### config.mk
export PLATFORM = sky130hd
export DESIGN_NAME = keypad_scanner
export DESIGN_NICKNAME = d
export VERILOG_FILES = /design/src/rtl/calc_pkg.sv /design/src/rtl/keypad_decode.sv /design/src/rtl/keypad_scanner.sv
export SDC_FILE = /design/constraint.sdc
export NUM_CORES = 1
export LEC_CHECK = 0
export CAP_MARGIN = 5
export CORE_MARGIN = 5
export CORE_UTILIZATION = 45
export DETAILED_ROUTE_END_ITERATION = 8
export GPL_TIMING_DRIVEN = 0
export PLACE_DENSITY = 0.62
export SETUP_SLACK_MARGIN = 0.15
export SLEW_MARGIN = 20
export SYNTH_ARGS = -nofsm -noshare
export SYNTH_HDL_FRONTEND = slang
export SYNTH_SLANG_ARGS = --single-unit
### constraint.sdc
create_clock -name clk -period 3.2 [get_ports clk]
set_input_delay 0.48 -clock clk [delete_from_list [all_inputs] [get_ports clk]]
set_output_delay 0.48 -clock clk [all_outputs]
set_load 0.01 [all_outputs]
### src/rtl/calc_pkg.sv
// Shared calculator definitions: button codes and the keypad scanner state type.
// The button classifier imports the same constants, so codes are defined once here.
package calc_pkg;

  localparam logic [4:0] BTN_ADD  = 5'd10;
  localparam logic [4:0] BTN_SUB  = 5'd11;
  localparam logic [4:0] BTN_MUL  = 5'd12;
  localparam logic [4:0] BTN_DIV  = 5'd13;
  localparam logic [4:0] BTN_EQ   = 5'd14;
  localparam logic [4:0] BTN_CLR  = 5'd15;
  localparam logic [4:0] BTN_NONE = 5'd31;

  typedef enum logic [1:0] {
    SCAN     = 2'd0,
    DEBOUNCE = 2'd1,
    PRESS    = 2'd2,
    RELEASE  = 2'd3
  } scanState_t;

endpackage

### src/rtl/keypad_decode.sv
// Combinational keypad decoder: (driven column index, active-low row pattern)
// -> 5-bit button code plus a valid flag. Only a pattern with exactly one row
// low is a key; all-high and multi-row patterns report BTN_NONE / not valid.
module keypad_decode
  import calc_pkg::*;
(
  input  logic [1:0] colIdx,
  input  logic [3:0] rowPat,
  output logic [4:0] code,
  output logic       valid
);

  logic [1:0] rowIdx;

  // Turn the single low row bit into a row index; everything else is not a key.
  always_comb begin
    valid  = 1'b1;
    rowIdx = 2'd0;
    case (rowPat)
      4'b1110: rowIdx = 2'd0;
      4'b1101: rowIdx = 2'd1;
      4'b1011: rowIdx = 2'd2;
      4'b0111: rowIdx = 2'd3;
      default: valid  = 1'b0;
    endcase
  end

  // Physical key map: rows 0-2 hold digits plus an operator, row 3 is C 0 = /.
  always_comb begin
    code = BTN_NONE;
    if (valid) begin
      case ({rowIdx, colIdx})
        4'd0:    code = 5'd1;
        4'd1:    code = 5'd2;
        4'd2:    code = 5'd3;
        4'd3:    code = BTN_ADD;
        4'd4:    code = 5'd4;
        4'd5:    code = 5'd5;
        4'd6:    code = 5'd6;
        4'd7:    code = BTN_SUB;
        4'd8:    code = 5'd7;
        4'd9:    code = 5'd8;
        4'd10:   code = 5'd9;
        4'd11:   code = BTN_MUL;
        4'd12:   code = BTN_CLR;
        4'd13:   code = 5'd0;
        4'd14:   code = BTN_EQ;
        4'd15:   code = BTN_DIV;
        default: code = BTN_NONE;
      endcase
    end
  end

endmodule

### src/rtl/keypad_scanner.sv
// 4x4 membrane keypad scanner with debounce. Walks a one-hot active-low column
// drive, samples the synchronised rows once per tick, debounces press and
// release, and emits a one-cycle validPress with the accepted button code.
// Optional auto-repeat of held digit keys is enabled by KEYPAD_AUTOREPEAT_EN.
//
// validPress/button handshake: validPress is a single-cycle strobe with no
// ready; button is valid in that cycle and holds until the next strobe. The
// consumer must capture on the strobe; there is no back-pressure.
module keypad_scanner
  import calc_pkg::*;
#(
  parameter int SCAN_DIV     = 1000,
  parameter int DEBOUNCE_CNT = 8,
  parameter int REPEAT_CNT   = 250
) (
  input  logic       clk,
  input  logic       reset,
  input  logic [3:0] row_in,
  output logic [3:0] col_out,
  output logic       validPress,
  output logic [4:0] button,
  output scanState_t dbgState
);

  localparam int TICK_W = $clog2(SCAN_DIV);
  localparam int DEB_W  = $clog2(DEBOUNCE_CNT + 1);
  localparam logic [TICK_W-1:0] TICK_LAST = TICK_W'(SCAN_DIV - 1);
  localparam logic [DEB_W-1:0]  DEB_LAST  = DEB_W'(DEBOUNCE_CNT - 1);

`ifdef KEYPAD_AUTOREPEAT_EN
  localparam int REP_W = $clog2(REPEAT_CNT + 1);
  localparam logic [REP_W-1:0] REP_LAST = REP_W'(REPEAT_CNT - 1);
  logic [REP_W-1:0] repCnt;
`else
  localparam int unusedRepeatCnt = REPEAT_CNT;
`endif

  scanState_t        state;
  logic [3:0]        rowSync;
  logic [3:0]        rows;
  logic [TICK_W-1:0] tickCnt;
  logic              tick;
  logic [1:0]        colIdx;
  logic [DEB_W-1:0]  debCnt;
  logic [3:0]        latchedRows;
  logic [4:0]        decCode;
  logic              decValid;

  assign tick     = (tickCnt == TICK_LAST);
  assign dbgState = state;

  keypad_decode uDecode (
    .colIdx (colIdx),
    .rowPat (rows),
    .code   (decCode),
    .valid  (decValid)
  );

  // Two-flop synchroniser for the asynchronous, pulled-up row inputs.
  always_ff @(posedge clk) begin
    if (reset) begin
      rowSync <= 4'hF;
      rows    <= 4'hF;
    end else begin
      rowSync <= row_in;
      rows    <= rowSync;
    end
  end

  // Tick counter; columns only change on a tick, so wrapping here also
  // restarts the count on every column change.
  always_ff @(posedge clk) begin
    if (reset || tick) tickCnt <= '0;
    else               tickCnt <= tickCnt + 1'b1;
  end

  // Scan / debounce / press / release state machine with registered outputs.
  always_ff @(posedge clk) begin
    if (reset) begin
      state       <= SCAN;
      colIdx      <= 2'd0;
      col_out     <= 4'b1110;
      debCnt      <= '0;
      latchedRows <= 4'hF;
      validPress  <= 1'b0;
      button      <= BTN_NONE;
`ifdef KEYPAD_AUTOREPEAT_EN
      repCnt      <= '0;
`endif
    end else begin
      validPress <= 1'b0;
      case (state)
        SCAN: begin
          if (tick) begin
            if (decValid) begin
              latchedRows <= rows;
              debCnt      <= DEB_W'(1);
              state       <= DEBOUNCE;
            end else begin
              colIdx  <= colIdx + 1'b1;
              col_out <= {col_out[2:0], col_out[3]};
            end
          end
        end
        DEBOUNCE: begin
          if (tick) begin
            if (rows == latchedRows) begin
              if (debCnt == DEB_LAST) begin
                state      <= PRESS;
                validPress <= 1'b1;
                button     <= decCode;
              end else begin
                debCnt <= debCnt + 1'b1;
              end
            end else begin
              state   <= SCAN;
              colIdx  <= colIdx + 1'b1;
              col_out <= {col_out[2:0], col_out[3]};
            end
          end
        end
        PRESS: begin
          state  <= RELEASE;
          debCnt <= '0;
`ifdef KEYPAD_AUTOREPEAT_EN
          repCnt <= '0;
`endif
        end
        RELEASE: begin
          if (tick) begin
            if (rows == 4'hF) begin
              if (debCnt == DEB_LAST) begin
                state   <= SCAN;
                colIdx  <= colIdx + 1'b1;
                col_out <= {col_out[2:0], col_out[3]};
              end else begin
                debCnt <= debCnt + 1'b1;
              end
            end else begin
              debCnt <= '0;
            end
`ifdef KEYPAD_AUTOREPEAT_EN
            // Held digit keys re-strobe every REPEAT_CNT ticks; operators do not.
            if (rows == latchedRows) begin
              if (repCnt == REP_LAST) begin
                repCnt <= '0;
                if (button <= 5'd9) validPress <= 1'b1;
              end else begin
                repCnt <= repCnt + 1'b1;
              end
            end else begin
              repCnt <= '0;
            end
`endif
          end
        end
        default: state <= SCAN;
      endcase
    end
  end

endmodule

Word level (Yosys, flattened, before mapping)
Memory sizes are Yosys's and may differ from the RTL's.
Index checks and enable logic that the tools add are counted.
- input port bits: 6
- bits in registers: 40
- latch bits: 0
- word-level logic and storage cells: 85
- RAM bits: 0
- memories kept: 1
- bits in read-only memories: 64
- memory list (memory ; depth ; bits a word ; read ports ; clocked after memory_dff ; wr ports ; line ; source):
    (name not given) ; 16 ; 4 ; 1 ; 0 ; 0 ; keypad_decode.sv:32 ; case ({rowIdx, colIdx})
- div/mod/pow operators: 0
- multipliers: 0
- muxes and demuxes: 37
- $lt $le $gt $ge: 0
- shift-type cells: 0
- reduce and logical (&&, ||, !) cells: 10
- equal/unequal tests: 21
- $add $sub $neg: 3
- bitwise gates (word level): 3
- operators by type and width (cell ; number):
    $mux W4 ; 14
    $mux W2 ; 15
    $ne A2 B2 Y1 const B ; 9
    $eq A4 B4 Y1 const B ; 4
    $pmux W4 S4 ; 1
    $pmux W2 S3 ; 2
    $pmux W4 S3 ; 1
    $add A10 B1 Y10 const B ; 1
    $eq A10 B10 Y1 const B ; 1
    $eq A4 B3 Y1 const B ; 2
    $pmux W2 S4 ; 1
    $reduce_and A8 Y1 ; 1
    $reduce_or A4 Y1 ; 2
    $reduce_and A7 Y1 ; 1
    $mux W5 ; 1
    $reduce_and A5 Y1 ; 1
    $add A4 B1 Y4 const B ; 1
    $eq A2 B2 Y1 const B ; 2
    $eq A4 B4 Y1 ; 1
    $reduce_and A4 Y1 ; 1
    $ne A3 B3 Y1 const B ; 1
    $not A1 Y1 ; 3
    $reduce_and A3 Y1 ; 1
    $reduce_bool A3 Y1 ; 1
    other kinds (5) ; 6

Depth between registers and ports, before layout
Gate-level depths: netlist (run 1).
- depth after elaboration: 6
- gate-level depth with buffers: 7

By module
From an unflattened synthesis (run 1), not the netlist that was laid out.
- cell total of the unflattened synthesis: 218
- area total of the unflattened synthesis: 1981.9 um^2
- by module, submodules not included (module ; area an instance (um^2) ; instances ; cells an instance ; sequential area each (um^2)):
    keypad_scanner ; 1702.9 ; 1 ; 182 ; 800.8
    keypad_decode ; 279.0 ; 1 ; 36 ; 0.0

Least setup slack after synthesis (run 1)
Ideal clock, no wire load.
- path type: flip-flop to flip-flop
- from: reg tickCnt[0]
- to: reg button[0]
- required time: 3080 ps
- setup time: 120 ps
- period minus slack after synthesis: 1829 ps
- data arrival time: 1709 ps
- setup slack: 1371 ps
- buffers on the path: 1
- cell stages (with the launch flop): 7
- cells stage by stage: dfxtp_1 -> ha_1 -> and4bb_1 -> nand4_1 -> or4_4 -> buf_6 -> a211o_1
- word-level cells in the longest chain between the ends: 2
- RTL lines (element ; line ; source):
    start: declaration ; keypad_scanner.sv:41 ; logic [TICK_W-1:0] tickCnt;
    start signal: assignment ; keypad_scanner.sv:74 ; else tickCnt <= tickCnt + 1'b1;
    $eq A10 B10 Y1 ; keypad_scanner.sv:49 ; assign tick = (tickCnt == TICK_LAST);
    $reduce_and A4 Y1 (no source line) ; - ;
    end signal: assignment ; keypad_scanner.sv:111 ; button <= decCode;
    end: declaration ; keypad_scanner.sv:21 ; output logic [4:0] button,
No other way between the ends.
A chain may end at the register's enable or synchronous reset.

Worst setup path in the final report (run 1)
- from: reg rows[2]
- to: reg debCnt[1]
- word-level cells in the longest chain between the ends: 5
- elaborated cells on any way between the ends: 14
- those cells by class: 8 x eq/ne; 4 x mux; 2 x reduce/logical
- RTL lines (element ; line ; source):
    start: declaration ; keypad_scanner.sv:40 ; logic [3:0] rows;
    start signal: assignment ; keypad_scanner.sv:66 ; rows <= rowSync;
    $eq A4 B4 Y1 / $eq A4 B3 Y1 (equally long branches) ; keypad_decode.sv:19 ; case (rowPat)
    $reduce_or A4 Y1 (no source line) ; - ;
    $mux W1 ; keypad_decode.sv:19 ;
    $ne A2 B2 Y1 (no source line) ; - ;
    $reduce_and A5 Y1 (no source line) ; - ;
    end signal: assignment ; keypad_scanner.sv:113 ; debCnt <= debCnt + 1'b1;
    end signal: assignment ; keypad_scanner.sv:137 ; debCnt <= debCnt + 1'b1;
    end: declaration ; keypad_scanner.sv:44 ; logic [DEB_W-1:0] debCnt;
Several ways; a longest one is shown, not always the timed one. The select of a mux whose other input is x is not followed.

==> results of run 1 <==
kinds of logic (layout without fill, tap and decap cells):
group	count (synthesis)	count (layout)	synth area share, %
buffers and inverters	22	46	5.89
flip-flops	40	40	38.4
XOR/XNOR	15	15	6.67
multiplexers	7	7	3.42
adder cells (fa/ha/maj)	7	7	4.20
AO/OA/AOI/OAI	44	44	15.3
AND/OR/NAND/NOR	102	102	26.1
how the worst max path moves through the flow:
stage               slack, ns                      end
floorplan                1.37   button[0]$_SDFFE_PP1P_
finish                   1.20   debCnt[1]$_SDFFE_PP0P_
CTS                      1.19  col_out[1]$_SDFFE_PP1P_
global route             0.96   debCnt[1]$_SDFFE_PP0P_
detailed placement       1.23  col_out[1]$_SDFFE_PP1P_
global placement         1.24  col_out[1]$_SDFFE_PP1P_
flip-flops by register name (all words and copies together) (netlist names), named ones only:
register,flops
dbgState,1
validPress,1
tickCnt,10
button,5
rowSync,4
col_out,4
rows,4
latchedRows,4
debCnt,4
colIdx,2
layer usage:
metal | GRT usage (%) | wire length [um] | vias up
met4 | 4.73 | 37 | 0
met5 | 0 | 0 | -
met2 | 22.0 | 1850 | 42
met3 | 3.43 | 191 | 4
li1 | - | - | 888
met1 | 19.5 | 2160 | 770
where the power goes:
group	switching, mW	internal [mW]
registers	0.00305	0.505
clock network	0.181	0.231
logic	0.0401	0.0275
total	0.224	0.763
area by class of cell:
cell class | count | area, um2 | area share (%)
plain buffers | 14 | 92.6 | 3.83
clock buffers | 5 | 68.8 | 2.84
clock inverters | 3 | 42.5 | 1.76
inverters | 8 | 30.0 | 1.24
multi-input cells | 175 | 1160 | 47.9
flip-flops and latches | 40 | 801 | 33.1
well taps | 52 | 65.1 | 2.69
repair buffers | 16 | 160 | 6.62
cells in the mapped netlist (2+ instances only):
master,number
and2_1,2
a211oi_1,2
mux2i_1,6
inv_1,8
buf_6,5
a21boi_0,2
ha_1,7
o211ai_1,9
buf_2,2
nand4b_1,2
a211o_1,2
nand4_1,5
nor2b_1,4
and4_1,2
a22oi_1,4
and3_1,6
dfxtp_1,40
o31ai_1,4
clkbuf_1,7
a21oi_1,5
o21ai_0,6
xnor2_1,8
or2_2,8
nand2_1,20
xor2_1,6
and3b_1,2
nor3_1,8
nand3_1,12
nor2_1,24
critical path: stages, from the launching register on:
cell	delay [ns]
dfxtp_1	0.31
buf_2	0.19
nand2_1	0.15
o2bb2ai_1	0.48
a21boi_0	0.29
nor3_1	0.33
o21ai_0	0.13
per-stage QoR:
step | setup slack [ns] | power (mW) | hold WS, ns | cell area (um2)
4_1_cts | 1.19 | 0.997 | 0.417 | 2420
3_5_place_dp | 1.23 | 0.588 | 0.398 | 2310
3_3_place_gp | 1.24 | 0.587 | 0.390 | 2310
6_report | 1.20 | 0.988 | 0.414 | 2420
2_1_floorplan | 1.37 | 0.569 | 0.389 | 2080
5_1_grt | 0.961 | 1.03 | 0.435 | 2420
==> reports/metrics.yaml, run 1 <==
run_status:
  run_status: "complete, no violations"
yosys:
  synthArstFlopShare_pct: 0
  netlist_area_um2: 2080
  yosys.area.top_type_share_pct: 38.4
  syn_area_per_cell_um2: 8.79
  synthDistinctLibCells: 48
  synthCells: 237
  synthTopCellsByArea: "dfxtp_1 38%, nor2_1 4.3%, ha_1 4.2%, nand2_1 3.6%, xnor2_1 3.4%"
  synth_area_leader_cell: "dfxtp_1"
  ys_dominant_reg_cell: "dfxtp_1"
  ys_seq_elements: 40
  synth_fp_nets: 250
  synth-edff-count: 0
  yosysSeqAreaShare_pct: 38.4
  yosys_warnings: 0
worst_hold_path:
  hold_depth: 1
  hold_class: "flop to flop"
  holdPathEnd: "rows[0]$_SDFF_PP1_"
  min_from: "rowSync[0]$_SDFF_PP1_"
floorplan:
  die_h_um: 78.0
  io_pins: 18
  core_area_um2: 4410
  start_util_pct: 47.2
  die_area_um2: 6090
  dieWidth_um: 78.0
  fp-row-count: 24
cells_and_area:
  nets: 273
  utilization_pct: 54.8
  area_growth_syn_to_layout_pct: 16.2
  drive_gt1_share_pct: 11.5
  final_common_cell: "dfxtp_1"
  diodes: 0
  nFillCells: 439
  layout_common_cells: "40 x dfxtp_1, 24 x nor2_1, 20 x nand2_1, 16 x clkdlybuf4s50_1, 12 x nand3_1"
  finalNonFillerCells: 313
critical_path:
  rrSetupSlack_ns: 1.20
  crit_arrival_ns: 2.18
  r2r-end: "debCnt[1]$_SDFFE_PP0P_"
  reg2reg_from: "rows[2]$_SDFF_PP1_"
  crit_fanout: 9
  startpoint_type: "flop"
  setup.worst_path.class: "flop to flop"
  crit_start: "rows[2]$_SDFF_PP1_"
  required_ns: 3.37
  rr_worst_depth: 6
  cp-end-kind: "flop"
detailed_routing:
  wl_um: 4230
  viasPerCell: 5.44
  vias: 1704
  drt_iter0_drc: 129
  avgRoutedWirePerCell_um: 13.5
  drtPass1Iterations: 4
  drc_errors: 0
  ant_nets: 0
timing:
  min_period_over_period_pct: 62.6
  period_needed_ns: 2.00
  tightest_slew_ns: 0.716
  maxSlewHeadroom_pct: 51.9
  hold_viol: 0
  setup_viol: 0
  timing.fmax_ghz: 0.499
  maxSlewViolCount: 0
  rsz0062_at_grt: "false"
  tns_ns: 0
  fin_worst_skew_ns: 0.00471
clock_tree:
  cts_sinks: 40
  cts_tree: "yes"
  insertion_delay_ns: 0.29
  clkSlewWorstSetupHoldPaths_ns: 0.08
  h-tree-depth: 2
  holdBufCountCts: 0
  numCtsBuffers: 5
  cts_resized: 0
  root_buffer: "clkbuf_8"
  cts_buffer_depth: 2
  cts_setup_buffers: 0
place:
  globalplace.congestion: 0.839
  hpwlAfterDp_um: 3020
  port_buffers: 16
  placed_cells_incl_taps: 305
grt:
  grt_pass1_wl_um: 7260
  antenna_found_initial: 0
  grt_overflow: 0
  first_global_vias: 1597
  grt_usage_pct: 14.2
  grt_max_degree: 14
run:
  maxCapViolations: 0
power_and_ir_drop:
  leakage_nw: 0.985
  powerDensity_nw_per_um2: 408
  ir_drop_mv: 0.261
Note: power is estimated with default switching activity, not from simulation.
==> inputs of run 2 (changes only) <==
- PLACE_DENSITY: 0.62 -> 0.64
- clock period: 3.2 -> 1.83 ns (I/O delays scaled with it)
==> reports/metrics.yaml, run 2 (synthesis gave the netlist of run 1 again) <==
timing:
  setup_ws_ns: -0.0910  # -1.29 ns
  maxSlewHeadroom_pct: 60.4  # +8.5 points
  maxSlewViolCount: 0  # unchanged
  fin_worst_skew_ns: 0.00700  # +0.00229 ns
  tightest_slew_ns: 0.594  # -0.121 ns
  hold_viol: 0  # unchanged
  rsz0062_at_grt: "true"
  setup_viol: 4  # +4
  timing.fmax_ghz: 0.521  # +4.4%
  min_period_over_period_pct: 105  # +42 points
  period_needed_ns: 1.92  # -0.0836 ns
floorplan:
  io_pins: 18  # unchanged
  dieWidth_um: 78.0  # unchanged
  start_util_pct: 47.2  # unchanged
  die_area_um2: 6090  # unchanged
  fp-row-count: 24  # unchanged
  die_h_um: 78.0  # unchanged
  core_area_um2: 4410  # unchanged
critical_path:
  crit_path_top_delay_cell: "or4_4"
  crit_arrival_ns: 2.12  # -0.06 ns
  startpoint_type: "flop"
  cp_num_buf_inv: 2  # +1
  rrSetupSlack_ns: -0.09  # -1.29 ns
  crit_fanout: 5  # -4
  crit_family: "simple AND/OR/NAND/NOR gates"
  required_ns: 2.03  # -1.34 ns
  reg2reg_from: "tickCnt[4]$_SDFF_PP0_"
  slowest_delay_ns: 0.50  # +0.02 ns
  rr_worst_depth: 6  # unchanged
  path_cells: "buf_6 > and4bb_1 > nand4_1 > or4_4 > buf_8 > a211o_1"
  setup.worst_path.class: "flop to flop"
  cp-end-kind: "flop"
  r2r-end: "button[0]$_SDFFE_PP1P_"
cells_and_area:
  diodes: 0  # unchanged
  nets: 292  # +7.0%
  final_common_cell: "dfxtp_1"
  largest_register: "tickCnt"
  utilization_pct: 63.7  # +8.8 points
  top_regs: "tickCnt (10), button (5)"
  largest_register_ffs: 10  # unchanged
  drive_gt1_share_pct: 27.9  # +16 points
  layout_common_cells: "34 x dfxtp_1, 23 x nor2_1, 18 x nand2_1, 16 x clkdlybuf4s50_1"
  area_growth_syn_to_layout_pct: 34.9
grt:
  grt_pass1_wl_um: 7960  # +9.6%
  grt_overflow: 0  # unchanged
  first_global_vias: 1718  # +7.6%
  grt_max_degree: 14  # unchanged
  antenna_found_initial: 0  # unchanged
  grt_usage_pct: 15.9  # +1.7 points
place:
  globalplace.congestion: 0.764  # -8.9%
  hpwlAfterDp_um: 2980  # -1.2%
  port_buffers: 16  # unchanged
  dpl_worst_slack_ns: -0.134  # -1.37 ns
worst_hold_path:
  hold_class: "flop to flop"
  hold_depth: 1  # unchanged
  holdPathEnd: "rows[0]$_SDFF_PP1_"
  min_from: "rowSync[0]$_SDFF_PP1_"
clock_tree:
  numCtsBuffers: 5  # unchanged
  root_buffer: "clkbuf_8"
  cts_sinks: 40  # unchanged
  cts_buffer_depth: 2  # unchanged
  cts_tree: "yes"
  h-tree-depth: 2  # unchanged
  insertion_delay_ns: 0.30  # about the same
  clkSlewWorstSetupHoldPaths_ns: 0.08  # about the same
power_and_ir_drop:
  leakage_nw: 1.12  # +14%
  design_power_total_mw: 1.77  # +79%
  powerDensity_nw_per_um2: 630  # +54%
  ir_drop_mv: 0.447  # +71%
run_status:
  run_status: "complete, but fails checks"
  violations: "setup timing"
detailed_routing:
  wl_um: 4720  # +12%
  viasPerCell: 5.52  # +1.4%
  drtPass1Iterations: 4  # unchanged
  avgRoutedWirePerCell_um: 14.2  # +5.2%
  drt_iter0_drc: 105  # -19%
  vias: 1833  # +7.6%
  ant_nets: 0  # unchanged
  drc_errors: 0  # unchanged
run:
  maxCapViolations: 0  # unchanged
[run 2: cell count changes in the layout (fill, tap and decap cells not counted), sizes merged]
cell | before | now
buf | 7 | 26
[run 2: worst reg2reg max path, stage by stage (launching register included)]
cell and delay, ns:
dfxtp_2 0.32, buf_6 0.10, and4bb_1 0.31, nand4_1 0.15, or4_4 0.50, buf_8 0.16
a211o_1 0.28
[run 2: worst max path at each step]
stage | start | end | slack, ns | cells after the start
6_report | tickCnt[4]$_SDFF_PP0_ | button[0]$_SDFFE_PP1P_ | -0.09 | 6
3_5_place_dp | debCnt[1]$_SDFFE_PP0P_ | col_out[2]$_SDFFE_PP1P_ | -0.13 | 6
2_1_floorplan | tickCnt[3]$_SDFF_PP0_ | button[0]$_SDFFE_PP1P_ | 0.03 | 6
4_1_cts | tickCnt[4]$_SDFF_PP0_ | button[4]$_SDFFE_PP1P_ | -0.07 | 7
3_3_place_gp | rows[2]$_SDFF_PP1_ | debCnt[1]$_SDFFE_PP0P_ | -0.14 | 6
5_1_grt | tickCnt[0]$_SDFF_PP0_ | flop | -0.15 | 11
[run 2: what timing repair did]
item                       CTS  global route
setup endpoints to repair   21            21
gates cloned                 1             0
hold buffers                 0             0
pin swaps                    9            11
setup buffers               13             5
resized for setup           24            25
[run 2: report_power, final]
group          total (mW)  internal, mW  switching, mW  leakage [nW]
combinational       0.155        0.0669         0.0883         0.740
clock               0.726         0.403          0.323        0.0541
sequential          0.889         0.881        0.00745         0.328
[run 2: layout make-up]
class | instances | area (um2)
fillers | 361 | 1600
multi-input cells | 175 | 1340
flip-flops and latches | 40 | 813
repair buffers | 35 | 345
plain buffers | 14 | 110
clock buffers | 5 | 68.8
well taps | 52 | 65.1
clock inverters | 3 | 42.5
inverters | 8 | 30.0
[run 2: per-stage QoR]
step / std cells / setup TNS, ns / instance area (um2) / hold WS (ns)
finish: 332 / -0.210 / 2810 / 0.405
global route: 332 / -0.757 / 2810 / 0.441
CTS: 327 / -0.172 / 2680 / 0.415
detailed placement: 305 / -1.08 / 2350 / 0.394
global placement: 305 / -1.22 / 2350 / 0.391
floorplan: 237 / 0 / 2120 / 0.378
[run 2: per-layer routing]
layer / up-vias / part of all wire, % / track usage, %
li1: 933 / - / -
met1: 861 / 48 / 21.5
met2: 33 / 46 / 24.9
met3: 6 / 5.0 / 4.35
met4: 0 / 1.3 / 4.56
met5: - / 0 / 0
